===== config.mk =====
export PLATFORM = sky130hd
export DESIGN_NAME = apb_spi_reg_bank
export DESIGN_NICKNAME = d
export VERILOG_FILES = /design/src/rtl/apb_spi_reg_bank.sv
export SDC_FILE = /design/constraint.sdc
export NUM_CORES = 1
export LEC_CHECK = 0
export ABC_AREA = 1
export CORE_UTILIZATION = 35
export CTS_CLUSTER_SIZE = 10
export DETAILED_ROUTE_END_ITERATION = 6
export GPL_ROUTABILITY_DRIVEN = 0
export GPL_TIMING_DRIVEN = 0
export PLACE_DENSITY = 0.74
export SYNTH_ARGS = -nofsm -noshare
export SYNTH_HDL_FRONTEND = slang
export SYNTH_SLANG_ARGS = --single-unit

===== constraint.sdc =====
create_clock -name PCLK -period 1.5 [get_ports PCLK]
set_input_delay 0.3 -clock PCLK [delete_from_list [all_inputs] [get_ports PCLK]]
set_output_delay 0.3 -clock PCLK [all_outputs]
set_load 0.01 [all_outputs]

===== src/rtl/apb_spi_reg_bank.sv =====
// APB slave register bank in front of the SPI core: decoded TX/RX/CTRL/STATUS map,
// programmable wait states, PSLVERR, TX valid/ready handshake and an RX holding buffer.
module apb_spi_reg_bank #(
    parameter int DATA_W      = 8,
    parameter int ADDR_W      = 4,
    parameter int WAIT_CYCLES = 0
) (
    input  logic              PCLK,
    input  logic              PRESET,
    input  logic              PSEL,
    input  logic              PENABLE,
    input  logic              PWRITE,
    input  logic [ADDR_W-1:0] PADDR,
    input  logic [DATA_W-1:0] PWDATA,
    output logic [DATA_W-1:0] PRDATA,
    output logic              PREADY,
    output logic              PSLVERR,
    output logic [DATA_W-1:0] tx_data,
    output logic              tx_valid,
    input  logic              tx_ready,
    input  logic [DATA_W-1:0] rx_data,
    input  logic              rx_valid,
    output logic [DATA_W-1:0] ctrl
);

    localparam logic [3:0] WAIT_LD = 4'(WAIT_CYCLES);

    typedef enum logic {IDLE = 1'b0, ACCESS = 1'b1} state_t;

    state_t            state_r, state_nxt_s;
    logic [3:0]        wcnt_r;
    logic [ADDR_W-1:0] addr_r;
    logic              write_r;
    logic [DATA_W-1:0] wdata_r;
    logic [DATA_W-1:0] rxbuf_r;
    logic              rx_full_r;
    logic              rx_overrun_r;

    logic              pready_s, err_s, done_s, mapped_s;
    logic [1:0]        idx_s;
    logic [DATA_W-1:0] rdata_s, status_s;
    logic              rx_read_s, new_ovr_s, ovr_clr_s;

    assign idx_s    = addr_r[1:0];
    assign mapped_s = ((addr_r >> 2'd2) == {ADDR_W{1'b0}});
    assign pready_s = (state_r == ACCESS) && (wcnt_r == 4'd0) && PSEL && PENABLE;
    assign done_s   = pready_s & ~err_s;

    assign rx_read_s = done_s & ~write_r & (idx_s == 2'd1);
    // A byte arriving on the very edge the buffer is read is not an overrun.
    assign new_ovr_s = rx_valid & rx_full_r & ~rx_read_s;
    assign ovr_clr_s = done_s & write_r & (idx_s == 2'd3) & wdata_r[2];

    // FSM state, wait counter and setup-phase capture of the transfer.
    always_ff @(posedge PCLK or posedge PRESET) begin
        if (PRESET) begin
            state_r <= IDLE;
            wcnt_r  <= 4'd0;
            addr_r  <= {ADDR_W{1'b0}};
            write_r <= 1'b0;
            wdata_r <= {DATA_W{1'b0}};
        end else begin
            state_r <= state_nxt_s;
            if ((state_r == IDLE) && PSEL && !PENABLE) begin
                addr_r  <= PADDR;
                write_r <= PWRITE;
                wdata_r <= PWDATA;
                wcnt_r  <= WAIT_LD;
            end else if (wcnt_r != 4'd0) begin
                wcnt_r <= wcnt_r - 4'd1;
            end
        end
    end

    // Next-state logic; dropping PSEL mid-access abandons the transfer.
    always_comb begin
        state_nxt_s = state_r;
        case (state_r)
            IDLE:    state_nxt_s = (PSEL && !PENABLE) ? ACCESS : IDLE;
            ACCESS:  state_nxt_s = (!PSEL || pready_s) ? IDLE : ACCESS;
            default: state_nxt_s = IDLE;
        endcase
    end

    // Address decode: error classification and read-data mux.
    always_comb begin
        err_s    = 1'b0;
        rdata_s  = {DATA_W{1'b0}};
        status_s = {DATA_W{1'b0}};
        status_s[2:0] = {rx_overrun_r, rx_full_r, tx_valid};
        if (!mapped_s) begin
            err_s = 1'b1;
        end else begin
            case (idx_s)
                2'd0:    err_s = write_r & tx_valid;
                2'd1:    begin err_s = write_r; rdata_s = rxbuf_r; end
                2'd2:    rdata_s = ctrl;
                2'd3:    rdata_s = status_s;
                default: err_s = 1'b1;
            endcase
        end
    end

    assign PREADY  = pready_s;
    assign PSLVERR = pready_s & err_s;
    assign PRDATA  = (done_s && !write_r) ? rdata_s : {DATA_W{1'b0}};

    // TX holding register; a new byte is only accepted while nothing is pending.
    always_ff @(posedge PCLK or posedge PRESET) begin
        if (PRESET) begin
            tx_valid <= 1'b0;
            tx_data  <= {DATA_W{1'b0}};
        end else if (tx_valid && tx_ready) begin
            tx_valid <= 1'b0;
        end else if (done_s && write_r && (idx_s == 2'd0)) begin
            tx_valid <= 1'b1;
            tx_data  <= wdata_r;
        end
    end

    // RX buffer, full flag and sticky overrun (a new overrun beats a clear).
    always_ff @(posedge PCLK or posedge PRESET) begin
        if (PRESET) begin
            rxbuf_r      <= {DATA_W{1'b0}};
            rx_full_r    <= 1'b0;
            rx_overrun_r <= 1'b0;
        end else begin
            if (rx_valid) begin
                rxbuf_r   <= rx_data;
                rx_full_r <= 1'b1;
            end else if (rx_read_s) begin
                rx_full_r <= 1'b0;
            end
            rx_overrun_r <= new_ovr_s | (rx_overrun_r & ~ovr_clr_s);
        end
    end

    // Control register.
    always_ff @(posedge PCLK or posedge PRESET) begin
        if (PRESET) begin
            ctrl <= {DATA_W{1'b0}};
        end else if (done_s && write_r && (idx_s == 2'd2)) begin
            ctrl <= wdata_r;
        end
    end

endmodule


==> metrics.md, run 1 <==
| Metric | Value |
|---|---|
| Logic pwr share | between 30% and 40% |
| Initial core utilization | around 37% |
| Routed WL | around 5500 µm |
| CP Buf/Inv Count | 4 |
| Cts bufs inserted | 5 |
| Gr usage total | a little under a fifth |
| R2r startpoint | wcnt_r[0] |
| I/O Buffers | 53 |
| # diodes | 0 |
| Final Max Slew Viols | 0 |
| Reg2Reg Depth | 10 |
| Peak Freq | approximately 500 MHz |
| Unrepaired setup endpoints after global routing | yes |
| Crit-path most repeated cell | nand2_1 |
| Standard-cell row count | 28 |
| Residual DRC | 0 |
| Antenna violations before repair | 0 |
| RR Endpoint | ctrl[4] |
| Cell Pwr Density | approximately 1200 nW/µm² |
| GR Util met1 | 23.0% |
| Post-Syn Area | about 2200 µm² |
| Cell family with most CP delay | simple AND/OR/NAND/NOR gates |
| P_leak | between 1.5 and 2 nW |
| Share of the synthesized area in the top cell type | 51.5% |
| Synthesis Warnings | 0 |
| Status | finished with violations |
| Share of cells above drive strength 1 | between 20% and 30% |
| CP Max Fanout | 7 |
| Top cells by area, synth | dfrtp_1 52%, nand2_1 18%, nand4_1 6.3% |
| Number of synthesized register bits | 45 |
| Die Wd | ~81 µm |
| Via-to-Cell Ratio | slightly below 5 |
| Internal | approximately 2.4 mW |
| Final non-filler cell total | a little over 400 |
| CORE AREA | 5960 µm² |
| Switching fraction of total power | around 34% |
| Worst vdd ir | 539 µV |
| Dpl cells | approximately 390 |
| First-pass GRT wire length | between 9000 and 10000 µm |
| Startpoint Class | register |
| Vias in the first global route | approximately 2000 |
| Slowest stage cell on the critical path | dfrtp_1 |
| Violated checks | negative setup slack |
| Setup crit end | PRDATA[3] |
| Largest net degree at the start of global routing | 36 |
| Die Span Y | around 81 µm |
| Slew @ Worst Pin | approximately 0.39 ns |
| Worst path cell trace | buf_6 > inv_6 > nand2_1 > nand2_1 > nand2_2 > nor2_4 > buf_6 > nand4_1 > nand2_1 > buf_2 |
| Depth of the CTS H-tree | 2 |
| TritonCTS clock tree | built |
| P_sw | 1.20 mW |
| Area leader, netlist | dfrtp_1 |
| Final setup viols | 28 |
| Fillers | about 590 |
| GR Layer Usage met2 | 32.0% |
| Dpl cell area | roughly 2800 µm² |
| Root buffer cell | clkbuf_8 |
| Hold WC Path Type | in2async |
| Sequential fraction of the synthesis area | slightly above 50% |
| Clk pwr share | 25.0% |
| DRT iter0 DRCs | 123 |
| Design Area, Final | 3110 µm² |
| Synth cell types | 23 |
| Fin util | a little over half |
| Setup TNS Final | -5.33 ns |
| Skew final | approximately 0.0090 ns |
| Synth Instances | between 200 and 300 |
| Slew headroom | 73.9% |
| Clock slew at reported path FFs | ~0.090 ns |
| CP required | roughly 1.2 ns |
| CP endpoint kind | primary output |
| Final Total Pwr | between 3 and 4 mW |
| Area Overhead vs Synth | 42.1% |
| Worst path max stage delay | 0.38 ns |
| Nets | around 360 |
| Worst Setup SP | addr_r[0] |
| Final Cycle Share | 133% |
| Clk Latency, worst-skew pair | approximately 0.30 ns |
| Antenna Violating Nets Remaining | 0 |
| Syn_area_per_cell | 8.47 µm² |
| Final hold vios | 0 |
| Sequential power share | 42.1% |
| CTS sink cnt | 45 |
| Worst EP arrival | around 1.7 ns |
| Die area | 6570 µm² |
| I/O pins | between 50 and 60 |
| GRT busiest layer | met2 |
| Detailed Routing Iterations Pass 1 | 4 |
| Fin crit period | approximately 2 ns |
| Detailed-route wire length per cell | ~13 µm |
| Remaining Overflow, GRT | 0 |
| Critical path class | reg2out |
| Clock tree buffer depth | 2 |
| Critical Path Stages | 10 |
| Net Count, Synth | approximately 290 |
| DR vias | roughly 2000 |
| Total of max-cap violations | 0 |
| DPL Wire Length | 3830 µm |
| Met3 Use GR | 3.60% |
| Hold-fix buffer count after cts | 0 |
| R2R setup slack | -0.11 ns |
| Worst setup margin | -0.500 ns |
==> flip-flops by register name, indices dropped and copies added, names as in the netlist, 4 cells and up <==
name     flops
wdata_r      8
tx_data      8
addr_r       4
wcnt_r       4
ctrl         8
rxbuf_r      8
==> layer usage <==
| metal | share of wire [%] | up-vias |
|---|---|---|
| met1 | 45 | 989 |
| li1 | - | 987 |
| met3 | 3.8 | 5 |
| met4 | 0.81 | 0 |
| met5 | 0 | - |
| met2 | 51 | 38 |
==> cells in the final DEF, fill, tap and decap left out, types with 2 or more instances in the layout <==
cell type	count
a21oi_1	3
a21oi_2	3
buf_2	14
buf_4	12
buf_6	5
clkbuf_8	5
clkdlybuf4s50_1	25
dfrtp_1	45
dlygate4sd2_1	16
dlymetal6s2s_1	2
inv_1	14
inv_2	6
nand2_1	93
nand2_2	14
nand2_4	2
nand3_1	5
nand4_1	22
nand4_4	3
nor2_1	6
nor2_2	3
nor2_4	7
o21ai_0	10
o22ai_1	2
==> synth_stat cells (all sizes together) <==
library cell / count
o22ai: 2
a21oi: 6
clkbuf: 1
o21ai: 12
nor3: 1
xnor2: 1
buf: 9
nand2: 109
nor2: 16
nand3: 7
a211oi: 1
ha: 2
dfrtp: 45
nand4: 24
inv: 22
==> how the worst min path moves through the flow <==
stage                     from         end  slack, ns
floorplan             tx_ready    tx_valid       0.40
global placement    rxbuf_r[4]  rxbuf_r[4]       0.46
detailed placement  rxbuf_r[4]  rxbuf_r[4]       0.46
CTS                     PRESET   wcnt_r[1]       0.24
global route            PRESET   wcnt_r[1]       0.26
finish                  PRESET   wcnt_r[3]       0.23
==> stage by stage <==
step / setup WS [ns] / hold slack, ns
CTS: -0.535 / 0.242
global route: -0.618 / 0.260
finish: -0.500 / 0.232
detailed placement: -0.940 / 0.459
floorplan: -0.0325 / 0.396
global placement: -0.913 / 0.457
==> cells by family after synthesis <==
family	after synthesis	synth area share [%]
and+or+nand+nor	157	34.7
DFF	45	51.5
buffers and inverters	32	7.21
AOI/OAI and AO/OA	21	5.04
adders and majority gates	2	1.14
xor gates and xnor gates	1	0.401
==> final cells by class <==
type	instances	area (µm²)	area share (%)
buffer	10	70.1	2.26
clock buffer	5	68.8	2.22
clock inverter	2	35.0	1.13
inverter	22	90.1	2.90
multi-input combinational	182	1020	32.9
sequential	45	1130	36.3
tap	75	93.8	3.02
timing repair buffer	67	601	19.3
==> power groups by stage <==
stage                     registers [mW]  logic, mW  clock network (mW)
after floorplan                     1.51      0.677                   0
after global placement              1.52      0.929                   0
after detailed placement            1.52      0.968                   0
after CTS                           1.50       1.16               0.901
after global routing                1.52       1.30               0.967
final                               1.50       1.18               0.893
==> repair_timing <==
item,in CTS,in global routing
resized for setup,72,18
pin swaps,10,4
cloned,1,0
setup buffers,11,2
setup endpoints to repair,44,31
(Power assumes the default switching activity.)
==> inputs of run 2 (changes only) <==
Settings changed: CELL_PAD_IN_SITES_DETAIL_PLACEMENT set to 1, CELL_PAD_IN_SITES_GLOBAL_PLACEMENT set to 1, CORE_UTILIZATION 35 to 32, PLACE_DENSITY 0.74 to 0.87, SLEW_MARGIN set to 20.
==> metrics.md, run 2 (synthesized netlist as in run 1, its figures left out) <==
| Metric | Value |
|---|---|
| Slew @ Worst Pin | 0.509 ns (+0.117 ns) |
| Commonest non-fill, non-tap cells in the layout | 105 x nand2_1, 45 x dfrtp_1, 24 x clkdlybuf4s50_1 |
| Unrepaired setup endpoints after global routing | yes |
| Final setup viols | 27 (-3.6%) |
| Worst EP arrival | 1.83 ns (+0.13 ns) |
| Root buffer cell | clkbuf_8 |
| CP Buf/Inv Count | 4 (unchanged) |
| P_leak | 1.67 nW (+1.4%) |
| Hold WC Path Type | in2async |
| Cell Pwr Density | 1100 nW/µm² (-4.1%) |
| Final hold vios | 0 (unchanged) |
| Via-to-Cell Ratio | 5.10 (+3.0%) |
| Depth of the CTS H-tree | 2 (unchanged) |
| Startpoint Class | register |
| Fin util | 49.4% (-2.8 points) |
| Skew final | 0.0118 ns (+0.00278 ns) |
| CP required | 1.20 ns (about the same) |
| Clock tree buffer depth | 2 (unchanged) |
| Peak Freq | 470 MHz (-5.9%) |
| CORE AREA | 6460 µm² (+8.4%) |
| Antenna violations before repair | 0 (unchanged) |
| # diodes | 0 (unchanged) |
| Residual DRC | 0 (unchanged) |
| Violated checks | negative setup slack |
| DRT iter0 DRCs | 110 (-11%) |
| Fin crit period | 2.13 ns (+0.126 ns) |
| Met3 Use GR | 3.74% (+0.14 points) |
| Hold-fix buffer count after cts | 0 (unchanged) |
| GR Layer Usage met2 | 36.8% (+4.8 points) |
| Slowest stage cell on the critical path | dfrtp_1 |
| Total of max-cap violations | 0 (unchanged) |
| TritonCTS clock tree | built |
| Die area | 7170 µm² (+9.1%) |
| Status | finished with violations |
| Remaining Overflow, GRT | 0 (unchanged) |
| Worst path max stage delay | 0.38 ns (about the same) |
| Largest net degree at the start of global routing | 26 (-28%) |
| Final Cycle Share | 142% (+8.4 points) |
| Die Span Y | 84.7 µm (+4.5%) |
| Gr usage total | 20.6% (+2.3 points) |
| Standard-cell row count | 29 (+3.6%) |
| CTS sink cnt | 45 (unchanged) |
| Critical path class | reg2out |
| Routed WL | 6830 µm (+25%) |
| Clock slew at reported path FFs | 0.09 ns (about the same) |
| Share of cells above drive strength 1 | 23.3% (-2.2 points) |
| Die Wd | 84.7 µm (+4.5%) |
| Final Total Pwr | 3.52 mW (-1.5%) |
| Worst setup margin | -0.626 ns (-0.126 ns) |
| Nets | 375 (+3.6%) |
| Final Max Slew Viols | 0 (unchanged) |
| Commonest non-fill, non-tap cell in the layout | nand2_1 |
| WHS | 0.347 ns (+0.115 ns) |
| Antenna Violating Nets Remaining | 0 (unchanged) |
| GR Util met1 | 24.6% (+1.6 points) |
| CP endpoint kind | primary output |
| Setup TNS Final | -8.81 ns (-3.48 ns) |
| Vias in the first global route | 2346 (+18%) |
| Initial core utilization | 33.8% (-2.9 points) |
| Dpl cells | 389 (+0.52%) |
| GRT busiest layer | met2 |
| I/O pins | 54 (unchanged) |
| DR vias | 2162 (+7.1%) |
| Slew headroom | 66.0% (-7.8 points) |
| Clk Latency, worst-skew pair | 0.30 ns (about the same) |
| Final non-filler cell total | 424 (+3.9%) |
| Cts bufs inserted | 5 (unchanged) |
| Area Overhead vs Synth | 45.9% |
| CP Max Fanout | 4 (-3) |
| DPL Wire Length | 4550 µm (+19%) |
| Worst vdd ir | 509 µV (-5.6%) |
| R2r startpoint | addr_r[1] |
| R2R setup slack | -0.48 ns (-0.37 ns) |
| First-pass GRT wire length | 11500 µm (+26%) |
| Detailed-route wire length per cell | 16.1 µm (+20%) |
| I/O Buffers | 53 (unchanged) |
| Worst path cell trace | inv_2 > ha_4 > nand2_2 > nor2_4 > nand2_2 > nor2_4 > buf_6 > buf_6 > nand4_1 > nand2_1 > buf_2 |
| Cell family with most CP delay | simple AND/OR/NAND/NOR gates |
| Detailed Routing Iterations Pass 1 | 6 (+2) |
| Worst Setup SP | wcnt_r[0] |
-- run 2: cell types whose count changed in the layout (fill, tap and decap cells not counted), moves of 4 or more --
cell / delta
buf_2: -6
buf_6: +10
clkdlybuf4s15_2: +6
nand2_2: -10
buf_4: +4
nand2_1: +12
-- run 2: cell type report --
cell class | count | area [µm²]
Multi-Input combinational cell | 182 | 956
Fill cell | 784 | 3270
Clock buffer | 6 | 72.6
Tap cell | 77 | 96.3
Timing Repair Buffer | 80 | 764
Buffer | 10 | 73.8
Inverter | 22 | 90.1
Clock inverter | 2 | 10.0
Sequential cell | 45 | 1130
-- run 2: path summary, 6_finish.rpt --
kind                                    to  depth (start not counted)
worst max-delay path             PRDATA[3]                         11
worst min-delay path               state_r                          2
worst max register to register  tx_data[4]                         15
worst min register to register   addr_r[2]                          2
max in group asynchronous          write_r                          3
min in group PCLK                  state_r                          3
-- run 2: what timing repair did --
item | in CTS | in global routing
buffers inserted | 16 | 11
setup endpoints to repair | 46 | 33
gates cloned | 2 | 0
pin swaps | 7 | 8
gates resized for setup | 68 | 6
-- run 2: per-layer routing --
metal	vias to the layer above	routed length, µm	part of all wire (%)
met5	-	0	0
met1	1082	2890	42
met2	56	3550	52
met3	14	227	3.3
li1	1010	-	-
met4	0	155	2.3
-- run 2: per-stage QoR --
step                cell area, µm²  worst slack (ns)
floorplan                     2200           -0.0325
global placement              2830            -0.937
detailed placement            2860             -1.01
CTS                           3100            -0.588
global route                  3190            -0.707
finish                        3190            -0.626
-- run 2: report_power, final --
| group | internal [mW] | switching [mW] | leakage, nW | total, mW |
|---|---|---|---|---|
| sequential | 1.38 | 0.133 | 0.575 | 1.52 |
| clock | 0.324 | 0.428 | 0.0450 | 0.752 |
| combinational | 0.549 | 0.705 | 1.05 | 1.25 |
| total | 2.26 | 1.27 | 1.67 | 3.52 |
==> inputs of run 3 (changes only) <==
Settings changed: ABC_CLOCK_PERIOD_IN_PS set to 1500, TNS_END_PERCENT set to 100.
==> results of run 3 <==
Final layout, timing and power as in run 2 (identical DEF).
